$ cat src/rtl/ultrasonic_echo_responder.sv
// Target-side emulation of an HC-SR04 style ranger: answers each valid trigger
// pulse with an echo whose width encodes the programmed distance.
module ultrasonic_echo_responder #(
   parameter int CLK_DIV       = 27,
   parameter int TRIG_MIN_US   = 10,
   parameter int ECHO_DELAY_US = 450,
   parameter int MAX_CM        = 400,
   parameter int TIMEOUT_US    = 38000,
   parameter int HOLDOFF_US    = 10000
) (
   input  logic       clk,
   input  logic       nrst,
   input  logic       trigger,
   input  logic [8:0] distance_cm,
   input  logic       obstacle,
   output logic       echo,
   output logic       busy,
   output logic [7:0] accept_cnt,
   output logic [7:0] reject_cnt
);

   // state     | meaning
   // S_IDLE    | waiting for a fresh trigger rising edge
   // S_TRIG_HI | measuring trigger high width
   // S_DELAY   | burst emulation delay before echo
   // S_ECHO    | echo high for width_us
   // S_HOLDOFF | dead time, new triggers rejected
   typedef enum logic [2:0] {S_IDLE, S_TRIG_HI, S_DELAY, S_ECHO, S_HOLDOFF} state_t;

   localparam int PW = (CLK_DIV > 1) ? $clog2(CLK_DIV) : 1;

   state_t        r_state, w_next;
   logic          r_sync1, r_trig_s, r_trig_d;
   logic [PW-1:0] r_pre;
   logic [15:0]   r_us_cnt, r_width_us;
   logic          r_echo;
   logic [7:0]    r_acc, r_rej;

   logic          w_rise, w_fall, w_tick, w_change;
   logic          w_accept, w_reject, w_echo_set, w_echo_clr;
   logic [14:0]   w_d15, w_prod;
   logic          w_no_target;
   logic [15:0]   w_width;

   assign w_rise   = r_trig_s & ~r_trig_d;
   assign w_fall   = ~r_trig_s & r_trig_d;
   assign w_tick   = (r_pre == PW'(CLK_DIV - 1));
   assign w_change = (w_next != r_state);

   // d*58 = d*64 - d*4 - d*2; fits 15 bits for d <= 400
   assign w_d15       = {6'd0, distance_cm};
   assign w_prod      = (w_d15 << 6) - (w_d15 << 2) - (w_d15 << 1);
   assign w_no_target = ~obstacle | (distance_cm == 9'd0) | (int'(distance_cm) > MAX_CM);
   assign w_width     = w_no_target ? 16'(TIMEOUT_US) : {1'b0, w_prod};

   always_ff @(posedge clk or negedge nrst) begin
      if (!nrst) r_state <= S_IDLE;
      else       r_state <= w_next;
   end

   always_comb begin
      w_next     = r_state;
      w_accept   = 1'b0;
      w_reject   = 1'b0;
      w_echo_set = 1'b0;
      w_echo_clr = 1'b0;
      case (r_state)
         S_IDLE: begin
            if (w_rise) w_next = S_TRIG_HI;
         end
         S_TRIG_HI: begin
            if (w_fall) begin
               if (r_us_cnt >= 16'(TRIG_MIN_US)) begin
                  w_next   = S_DELAY;
                  w_accept = 1'b1;
               end else begin
                  w_next   = S_IDLE;
                  w_reject = 1'b1;
               end
            end
         end
         S_DELAY: begin
            w_reject = w_rise;
            if (w_tick && r_us_cnt == 16'(ECHO_DELAY_US - 1)) begin
               w_next     = S_ECHO;
               w_echo_set = 1'b1;
            end
         end
         S_ECHO: begin
            w_reject = w_rise;
            if (w_tick && r_us_cnt == r_width_us - 16'd1) begin
               w_next     = S_HOLDOFF;
               w_echo_clr = 1'b1;
            end
         end
         S_HOLDOFF: begin
            w_reject = w_rise;
            if (w_tick && r_us_cnt == 16'(HOLDOFF_US - 1)) w_next = S_IDLE;
         end
         default: w_next = S_IDLE;
      endcase
   end

   always_ff @(posedge clk or negedge nrst) begin
      if (!nrst) begin
         r_sync1    <= 1'b0;
         r_trig_s   <= 1'b0;
         r_trig_d   <= 1'b0;
         r_pre      <= '0;
         r_us_cnt   <= '0;
         r_width_us <= '0;
         r_echo     <= 1'b0;
         r_acc      <= '0;
         r_rej      <= '0;
      end else begin
         r_sync1  <= trigger;
         r_trig_s <= r_sync1;
         r_trig_d <= r_trig_s;
         // prescaler and timer restart on every state change so intervals are exact
         if (w_change || w_tick) r_pre <= '0;
         else                    r_pre <= r_pre + PW'(1);
         if (w_change) r_us_cnt <= '0;
         else if (w_tick && !(r_state == S_TRIG_HI && r_us_cnt >= 16'(TRIG_MIN_US)))
            r_us_cnt <= r_us_cnt + 16'd1;
         if (w_accept)   r_width_us <= w_width;
         if (w_accept)   r_acc <= r_acc + 8'd1;
         if (w_reject)   r_rej <= r_rej + 8'd1;
         if (w_echo_set) r_echo <= 1'b1;
         else if (w_echo_clr) r_echo <= 1'b0;
      end
   end

   assign echo       = r_echo;
   assign busy       = (r_state != S_IDLE) && (r_state != S_TRIG_HI);
   assign accept_cnt = r_acc;
   assign reject_cnt = r_rej;

endmodule
$ cat config.mk
export PLATFORM = sky130hd
export DESIGN_NAME = ultrasonic_echo_responder
export DESIGN_NICKNAME = d
export VERILOG_FILES = /design/src/rtl/ultrasonic_echo_responder.sv
export SDC_FILE = /design/constraint.sdc
export NUM_CORES = 1
export LEC_CHECK = 0
export CORE_MARGIN = 2
export CORE_UTILIZATION = 60
export DETAILED_ROUTE_END_ITERATION = 10
export DONT_BUFFER_PORTS = 1
export HOLD_SLACK_MARGIN = 0.15
export PLACE_DENSITY = 0.76
export SETUP_SLACK_MARGIN = 0.5
export SLEW_MARGIN = 10
export SYNTH_ARGS = -nofsm -noshare
export SYNTH_HDL_FRONTEND = slang
export SYNTH_SLANG_ARGS = --single-unit
$ cat constraint.sdc
create_clock -name clk -period 5.1 [get_ports clk]
set_input_delay 0 -clock clk [delete_from_list [all_inputs] [get_ports clk]]
set_output_delay 0 -clock clk [all_outputs]
set_load 0.02 [all_outputs]
# Word-level counts from Yosys, hierarchy flattened
# Cells that the tools add are included.
[word_totals]
reg_bits = 60
in_bits = 13
wordCells = 73
[classes]
addsub = 7
order_cmp = 2
eq_ne = 10
muxes = 23
bitwise_logic = 7
n_reduce_logical = 14
[ops]
columns = ["op", "count"]
rows = [
  ["$mux W16", 3],
  ["$add A16 B1 Y16 const B", 1],
  ["$add A8 B1 Y8 const B", 2],
  ["$eq A16 B14 Y1 const B", 1],
  ["$eq A16 B16 Y1", 1],
  ["$eq A16 B9 Y1 const B", 1],
  ["$ge A16 B4 Y1 const B", 1],
  ["$sub A16 B1 Y16 const B", 1],
  ["$mux W3", 5],
  ["$pmux W3 S5", 1],
  ["$sub A15 B10 Y15", 1],
  ["$sub A15 B11 Y15", 1],
  ["$mux W1", 11],
  ["$gt A9 B9 Y1 const B", 1],
  ["$logic_not A9 Y1", 1],
  ["$eq A3 B2 Y1 const B", 2],
  ["$logic_and A1 B1 Y1", 6],
  ["$add A5 B1 Y5 const B", 1],
  ["$eq A5 B5 Y1 const B", 1],
  ["$mux W5", 1],
  ["$reduce_bool A2 Y1", 2],
  ["$eq A3 B1 Y1 const B", 1],
  ["$eq A3 B3 Y1 const B", 1],
  ["$logic_not A3 Y1", 1],
  ["11 further kinds", 15],
]

# Longest topological paths before layout
# Gate-level depths: netlist of the first run.
[logic_depth]
word_depth = 8
ltp_mapped = 11

# Least setup slack after synthesis of the first run
# OpenSTA, ideal clock, no wires.
[synth_timing]
path_kind = "register to register"
start = "register r_pre[0]"
end = "register r_pre[2]"
setup_time_ps = 132
arrival_time_ps = 2223
t_required_ps = 4968
slack_ps = 2745
path_stages_with_launch = 12
cell_sequence = "dfrtp_1 inv_1 ha_1 and4b_1 clkbuf_1 nand4_1 nor3_1 nand4_1 nor4b_4 a221o_2 buf_6 nor3_2"
[synth_between]
elab_chain_len = 7
word_cells_on_any_way = 12
classes_between = "add/sub: 1; eq/ne: 2; mux: 5; reduce/logical: 4"
[synth_lines]
columns = ["item", "line_no", "text"]
rows = [
  ["start, declared", "34", "logic [PW-1:0] r_pre;"],
  ["start signal, assigned", "121", "else r_pre <= r_pre + PW'(1);"],
  ["$eq A5 B5 Y1", "47", "assign w_tick = (r_pre == PW'(CLK_DIV - 1));"],
  ["$logic_and A1 B1 Y1 (on tied branches)", "98, 84, 91", ""],
  ["$mux W3 (on tied branches)", "98, 84, 91", ""],
  ["$pmux W3 S5", "67", "case (r_state)"],
  ["$ne A3 B3 Y1", "48", "assign w_change = (w_next != r_state);"],
  ["$logic_or A1 B1 Y1", "120", "if (w_change || w_tick) r_pre <= '0;"],
  ["$mux W5 *", "120", ""],
]
# Mark *: on every way between the ends. The rest lies on a longest branch, timed or not.
# A chain may end at the register's enable or synchronous reset.

# Worst setup path after layout of the first run
[layout_timing]
start = "input port distance_cm[0]"
end = "register r_width_us[13]"
[layout_between]
elab_chain_len = 4
word_cells_on_any_way = 7
classes_between = "add/sub: 2; order compare: 1; mux: 1; bitwise: 2; reduce/logical: 1"
[layout_lines]
columns = ["item", "line_no", "text"]
rows = [
  ["start, declared", "14", "input logic [8:0] distance_cm,"],
  ["parallel branches: the longest is 3 deep, another holds $sub A15 B11 Y15", "--", ""],
  ["$mux W16 *", "54", "assign w_width = w_no_target ? 16'(TIMEOUT_US) : {1'b0, w_prod};"],
  ["end signal, assigned", "125", "if (w_accept) r_width_us <= w_width;"],
  ["end, declared", "35", "logic [15:0] r_us_cnt, r_width_us;"],
]
# Mark *: on every way between the ends.

==> flow_metrics.env, run 1 <==
export IMPL_period_share=0.598
export IMPL_finalInstanceArea_um2=4500
export IMPL_sequentialPowerShare=0.445
export IMPL_end_kind="register"
export IMPL_max_freq_mhz=328
export IMPL_seq_area_frac_synth=0.360
export IMPL_yosysMostFrequentCell="dfrtp_1"
export IMPL_internal_power_mw=0.916
export IMPL_cts_resized=0
export IMPL_grt_use_total=0.240
export IMPL_wl_mm=8.46
export IMPL_synth_common_cells="dfrtp_1, nand2_1, xnor2_1"
export IMPL_syn_avg_cell_area_um2=9.60
export IMPL_start_util=0.610
export IMPL_grt_max_degree=60
export IMPL_max_clock_path_buffers=2
export IMPL_drt_iter0_markers=167
export IMPL_fp_dieW_um=86.7
export IMPL_synthFlopType="dfrtp_1"
export IMPL_die_y_um=86.7
export IMPL_power_mw=1.31
export IMPL_setup_ws_ns=2.05
export IMPL_core_area_um2=6720
export IMPL_gp_congestion=0.926
export IMPL_crit_fanout=5
export IMPL_worst_pin_slew_ns=1.03
export IMPL_fin_tns_setup_ns=0
export IMPL_utilization=0.670
export IMPL_fin_crit_ns=3.05
export IMPL_syn_num_nets=474
export IMPL_netlist_area_leader_share=0.360
export IMPL_rsz0062_at_grt="false"
export IMPL_worstPathArrival_ns=3.28
export IMPL_antenna_found_initial=0
export IMPL_hold_viol=0
export IMPL_finalSetupViolCount=0
export IMPL_cts_buffers=9
export IMPL_io_buffers=0
export IMPL_async_reset_ff_frac=1.00
export IMPL_firstDrtPassIters=4
export IMPL_synth_seq_cells=59
export IMPL_synthesis_area_um2=4100
export IMPL_clk_latency_ns=0.34
export IMPL_synth_edff_count=0
export IMPL_grt_overflow_total=0
export IMPL_hp_class="in2reg"
export IMPL_drtAntennaViolNets=0
export IMPL_finalClockSkew_ns=0.00732
export IMPL_power_density_nw_per_um2=291
export IMPL_diodes=0
export IMPL_worst_path_max_delay_cell="dlygate4sd3_1"
export IMPL_drive_gt1_frac=0.124
export IMPL_comb_power_share=0.185
export IMPL_clock_sinks=59
export IMPL_fill_cells=517
export IMPL_syn2layout_area_growth_pct=9.73
export IMPL_crit_buf_inv=3
export IMPL_r2r_slack_ns=2.20
export IMPL_via_per_inst=5.99
export IMPL_netlist_top_cell_by_area="dfrtp_1"
export IMPL_ios=31
export IMPL_status="completed"
export IMPL_max_vdd_ir_drop_mv=0.103
export IMPL_rows=30
export IMPL_dieArea_um2=7510
export IMPL_crit_required_ns=5.33
export IMPL_maxSlewHeadroom=0.310
export IMPL_power_frac_clock=0.370
export IMPL_dp_hpwl_mm=6.11
export IMPL_via_count=3131
export IMPL_root_buffer="clkbuf_8"
export IMPL_yosys_top_cells_area="dfrtp_1, ha_1, xnor2_1"
export IMPL_critPathMaxStageDelay_ns=0.66
export IMPL_wire_per_inst_um=16.2
export IMPL_startpoint_type="primary input"
export IMPL_syn_inst=427
export IMPL_grt_pass1_wl_mm=14.3
export IMPL_critical_path_class="in2reg"
export IMPL_netlist_cell_type_count=63
export IMPL_dp_slack_ns=2.19
export IMPL_cp_cell_sequence="dlygate4sd3_1 -> inv_1 -> ha_1 -> ha_1 -> nor2b_1 -> o21ai_0 -> a21oi_1 -> o211ai_1 -> o2111ai_1 -> xnor2_1 -> dlygate4sd3_1 -> a22o_1"
export IMPL_path_clk_slew_ns=0.06
export IMPL_drc=0
export IMPL_dpl_cell_area_um2=4150
export IMPL_htreeDepth=3
export IMPL_finalMaxSlewViolations=0
export IMPL_max_cap_viol_count=0
export IMPL_p_sw_frac=0.300
export IMPL_cts_tree="yes"
export IMPL_static_leakage_power_nw=1.98
export IMPL_fin_nets=485
export IMPL_synth_warnings=0
export IMPL_grt_pass1_vias=3036
export IMPL_switchingPower_mw=0.392
export IMPL_cp_top_family="buffers and inverters"
-- area by class of cell --
type / count / area, um2 / area share
clock buffer: 11 / 151 / 0.0336
inverter: 21 / 78.8 / 0.0175
timing repair buffer: 12 / 135 / 0.0300
sequential: 59 / 1480 / 0.328
tap: 80 / 100 / 0.0222
multi-input combinational: 335 / 2480 / 0.552
clock inverter: 5 / 75.1 / 0.0167
-- placed cells by master, fill, tap and decap left out, types with 2 or more instances in the layout --
cell           instances
a211oi_1               3
a21o_1                 3
a21oi_1                9
a22o_1                 4
a31oi_1                9
and3_1                11
bufinv_16              2
clkbuf_8              11
clkinv_2               3
dfrtp_1               59
dlygate4sd3_1         10
fa_1                   4
ha_1                  30
inv_1                 21
nand2_1               39
nand2b_1               4
nand3_1               17
nand3b_1               3
nand4_1               13
nand4b_1               2
nor2_1                29
nor2_2                16
nor2b_1                6
nor3_1                 5
nor3_2                 6
nor3b_1                2
nor4_1                 3
nor4b_1                2
o2111ai_1              2
o211ai_1               2
o21ai_0               14
o31ai_1                3
o41ai_1                2
or3_1                  3
or4_4                  2
xnor2_1               33
xor2_1                27
-- flip-flops by register name, summed over array words and instances (netlist names) --
register,cells
r_sync1,1
r_us_cnt,16
r_trig_s,1
r_trig_d,1
r_pre,5
echo,1
r_width_us,15
r_state,3
accept_cnt,8
reject_cnt,8
-- cell families (layout without fill, tap and decap cells) --
| family | after synthesis | after routing | synth area share |
|---|---|---|---|
| muxes | 2 | 2 | 0.00519 |
| DFF | 59 | 59 | 0.360 |
| AOI/OAI and AO/OA | 67 | 67 | 0.120 |
| and+or+nand+nor | 172 | 172 | 0.241 |
| xor gates and xnor gates | 60 | 60 | 0.128 |
| adders and majority gates | 34 | 34 | 0.111 |
| buffers and inverters | 33 | 49 | 0.0345 |
-- metrics by stage --
stage	instances	hold slack, ns
after global placement	496	-0.294
after global routing	523	0.193
final	523	0.155
after detailed placement	496	-0.294
after floorplan	427	-0.296
after CTS	523	0.157
-- metal layers --
metal  global-route usage  wire length (um)  up-vias
met1                0.311              3760     1535
met2                0.407              4280       54
met3               0.0476               289       12
met5                    0                 0        -
met4               0.0724               130        0
li1                     -                 -     1530
-- worst register-to-register path, delay by kind of cell, from the launching register on --
family | cells | cell delay (ns)
AO/OA/AOI/OAI | 4 | 1.20
AND/OR/NAND/NOR | 3 | 1.08
flip-flops | 1 | 0.46
-- power by group through the flow --
stage	Sequential, mW	Combinational (mW)	Clock [mW]
6_report	0.582	0.242	0.484
5_1_grt	0.588	0.272	0.512
4_1_cts	0.581	0.243	0.486
3_5_place_dp	0.589	0.221	0
3_3_place_gp	0.586	0.213	0
2_1_floorplan	0.572	0.193	0
-- path summary, 6_finish.rpt --
kind | start | to | depth (start not counted)
worst max-delay path | distance_cm[0] | r_width_us[13] | 12
worst min-delay path | distance_cm[5] | r_width_us[11] | 3
worst max register to register | r_width_us[3] | r_us_cnt[1] | 7
worst min register to register | r_sync1 | r_trig_s | 0
max in group asynchronous | nrst | r_width_us[3] | 2
min in group asynchronous | nrst | r_pre[2] | 2
-- what timing repair did --
item / CTS / global route
endpoints found under the setup margin: 0 / 0
hold buffers: 11 / 0
endpoints found under the hold margin: 68 / 0
setup buffers: 0 / 0
Note: power is estimated with default switching activity, not from simulation.
==> run 2, diff against run 1 <==
Clock period 5.1 ns to 2.96 ns, I/O delays scaled along.
==> flow_metrics.env, run 2 (synthesis results as in run 1) <==
export IMPL_drtAntennaViolNets=0
export IMPL_via_per_inst=5.97
export IMPL_end_kind="register"
export IMPL_hold_viol=0
export IMPL_grt_overflow_total=0
export IMPL_drc=0
export IMPL_crit_required_ns=3.20
export IMPL_drive_gt1_frac=0.205
export IMPL_status="completed"
export IMPL_start_util=0.610
export IMPL_clk_latency_ns=0.35
export IMPL_crit_buf_inv=2
export IMPL_fin_tns_setup_ns=0
export IMPL_max_clock_path_buffers=2
export IMPL_cp_top_family="simple AND/OR/NAND/NOR gates"
export IMPL_startpoint_type="register"
export IMPL_ios=31
export IMPL_final_common_cell="dfrtp_1"
export IMPL_rr_endpoint="r_pre[2]"
export IMPL_hp_class="in2async"
export IMPL_grt_pass1_vias=3273
export IMPL_regMostFlops="r_us_cnt"
export IMPL_switchingPower_mw=0.729
export IMPL_htreeDepth=3
export IMPL_top_regs="r_us_cnt x16, r_width_us x15"
export IMPL_max_vdd_ir_drop_mv=0.224
export IMPL_internal_power_mw=1.50
export IMPL_power_density_nw_per_um2=459
export IMPL_critical_path_class="reg2reg"
export IMPL_core_area_um2=6720
export IMPL_layout_common_cells="dfrtp_1, nand2_1, xnor2_1"
export IMPL_cp_cell_sequence="nor4_4 -> buf_4 -> nand4_1 -> a211oi_2 -> nor2_4 -> nor4b_4 -> a221o_2 -> clkbuf_16 -> nor3_2"
export IMPL_fp_dieW_um=86.7
export IMPL_finalSetupViolCount=0
export IMPL_via_count=3326
export IMPL_root_buffer="clkbuf_8"
export IMPL_rows=30
export IMPL_sequentialPowerShare=0.449
export IMPL_path_clk_slew_ns=0.07
export IMPL_die_y_um=86.7
export IMPL_io_buffers=0
export IMPL_antenna_found_initial=0
export IMPL_drt_iter0_markers=197
export IMPL_r2r_cells=9
export IMPL_cts_buffers=9
export IMPL_worst_pin_slew_ns=0.424
export IMPL_fin_crit_ns=2.47
export IMPL_critPathMaxStageDelay_ns=0.45
export IMPL_worstPathArrival_ns=2.71
export IMPL_dieArea_um2=7510
export IMPL_cts_tree="yes"
export IMPL_whs_ns=0.173
export IMPL_grt_pass1_wl_mm=15.2
export IMPL_finalMaxSlewViolations=0
export IMPL_diodes=0
export IMPL_finalClockSkew_ns=0.0122
export IMPL_fin_nets=519
export IMPL_rr_startpoint="r_width_us[6]"
export IMPL_crit_fanout=10
export IMPL_comb_power_share=0.224
export IMPL_gp_congestion=0.907
export IMPL_largest_reg_flops=16
export IMPL_syn2layout_area_growth_pct=18.3
export IMPL_power_frac_clock=0.327
export IMPL_grt_use_total=0.257
export IMPL_maxSlewHeadroom=0.717
export IMPL_max_cap_viol_count=0
export IMPL_period_share=0.836
export IMPL_max_freq_mhz=404
export IMPL_clock_sinks=59
export IMPL_static_leakage_power_nw=2.16
export IMPL_wl_mm=9.39
export IMPL_rsz0062_at_grt="true"
export IMPL_p_sw_frac=0.327
export IMPL_firstDrtPassIters=4
export IMPL_r2r_slack_ns=0.49
export IMPL_grt_max_degree=60
export IMPL_wire_per_inst_um=16.9
export IMPL_worst_path_max_delay_cell="dfrtp_2"
export IMPL_dp_hpwl_mm=6.23
run 2: cell types whose count changed in the layout (fill, tap and decap cells not counted), sizes merged:
| cell | previous run | this run |
|---|---|---|
| buf | 2 | 32 |
| clkinvlp | 0 | 3 |
| dlygate4sd3 | 10 | 13 |
| bufinv | 2 | 1 |
| clkinv | 3 | 2 |
run 2: area by class of cell:
type                            instances  area [um2]
Fill cell                             491        1870
Sequential cell                        59        1490
Timing Repair Buffer                   46         440
Clock buffer                           10         128
Inverter                               21        78.8
Multi-Input combinational cell        335        2550
Tap cell                               80         100
Clock inverter                          6        66.3
run 2: worst register-to-register path, delay by kind of cell, from the launching register on:
kind / cells / cell delay (ns)
AND/OR/NAND/NOR: 5 / 0.92
AO/OA/AOI/OAI: 2 / 0.61
flip-flops: 1 / 0.45
buffers and inverters: 2 / 0.39
run 2: timing repair:
item                       in CTS  in global routing
hold buffers                   14                  0
hold endpoints to repair       70                  0
pin swaps                       4                  3
cloned                          1                  0
setup buffers                  12                 12
setup endpoints to repair      25                 28
gates resized for setup        13                  9
run 2: worst max-delay path by stage:
stage                     cells after the start           to  slack, ns     startpoint
final                                         9     r_pre[2]       0.49  r_width_us[6]
after global routing                          9  r_us_cnt[1]       0.36  r_width_us[6]
after CTS                                     8  r_us_cnt[1]       0.47  r_width_us[4]
after detailed placement                      8  r_us_cnt[1]       0.28  r_width_us[3]
after global placement                        8  r_us_cnt[1]       0.33  r_width_us[3]
after floorplan                              11     r_pre[2]       0.61       r_pre[0]
run 2: layer usage:
layer  track usage  vias to the layer above  routed length [um]
met2         0.430                       75                4720
met4         0.115                        0                 238
met1         0.325                     1624                4110
met3        0.0438                       22                 320
met5             0                        -                   0
li1              -                     1605                   -
run 2: power by group through the flow:
stage | sequential [mW] | clock (mW) | combinational (mW)
after floorplan | 0.986 | 0 | 0.333
after global placement | 1.01 | 0 | 0.379
after detailed placement | 1.02 | 0 | 0.398
after CTS | 0.997 | 0.730 | 0.483
after global routing | 1.01 | 0.769 | 0.549
final | 0.999 | 0.728 | 0.499
run 2: stage by stage:
step	util	total power [mW]	std cells	instance area [um2]	setup slack [ns]
floorplan	-	1.32	427	4100	0.605
global placement	0.626	1.39	502	4200	0.333
detailed placement	0.626	1.41	502	4200	0.283
CTS	0.702	2.21	545	4720	0.467
global route	0.722	2.32	557	4850	0.358
finish	0.722	2.23	557	4850	0.486
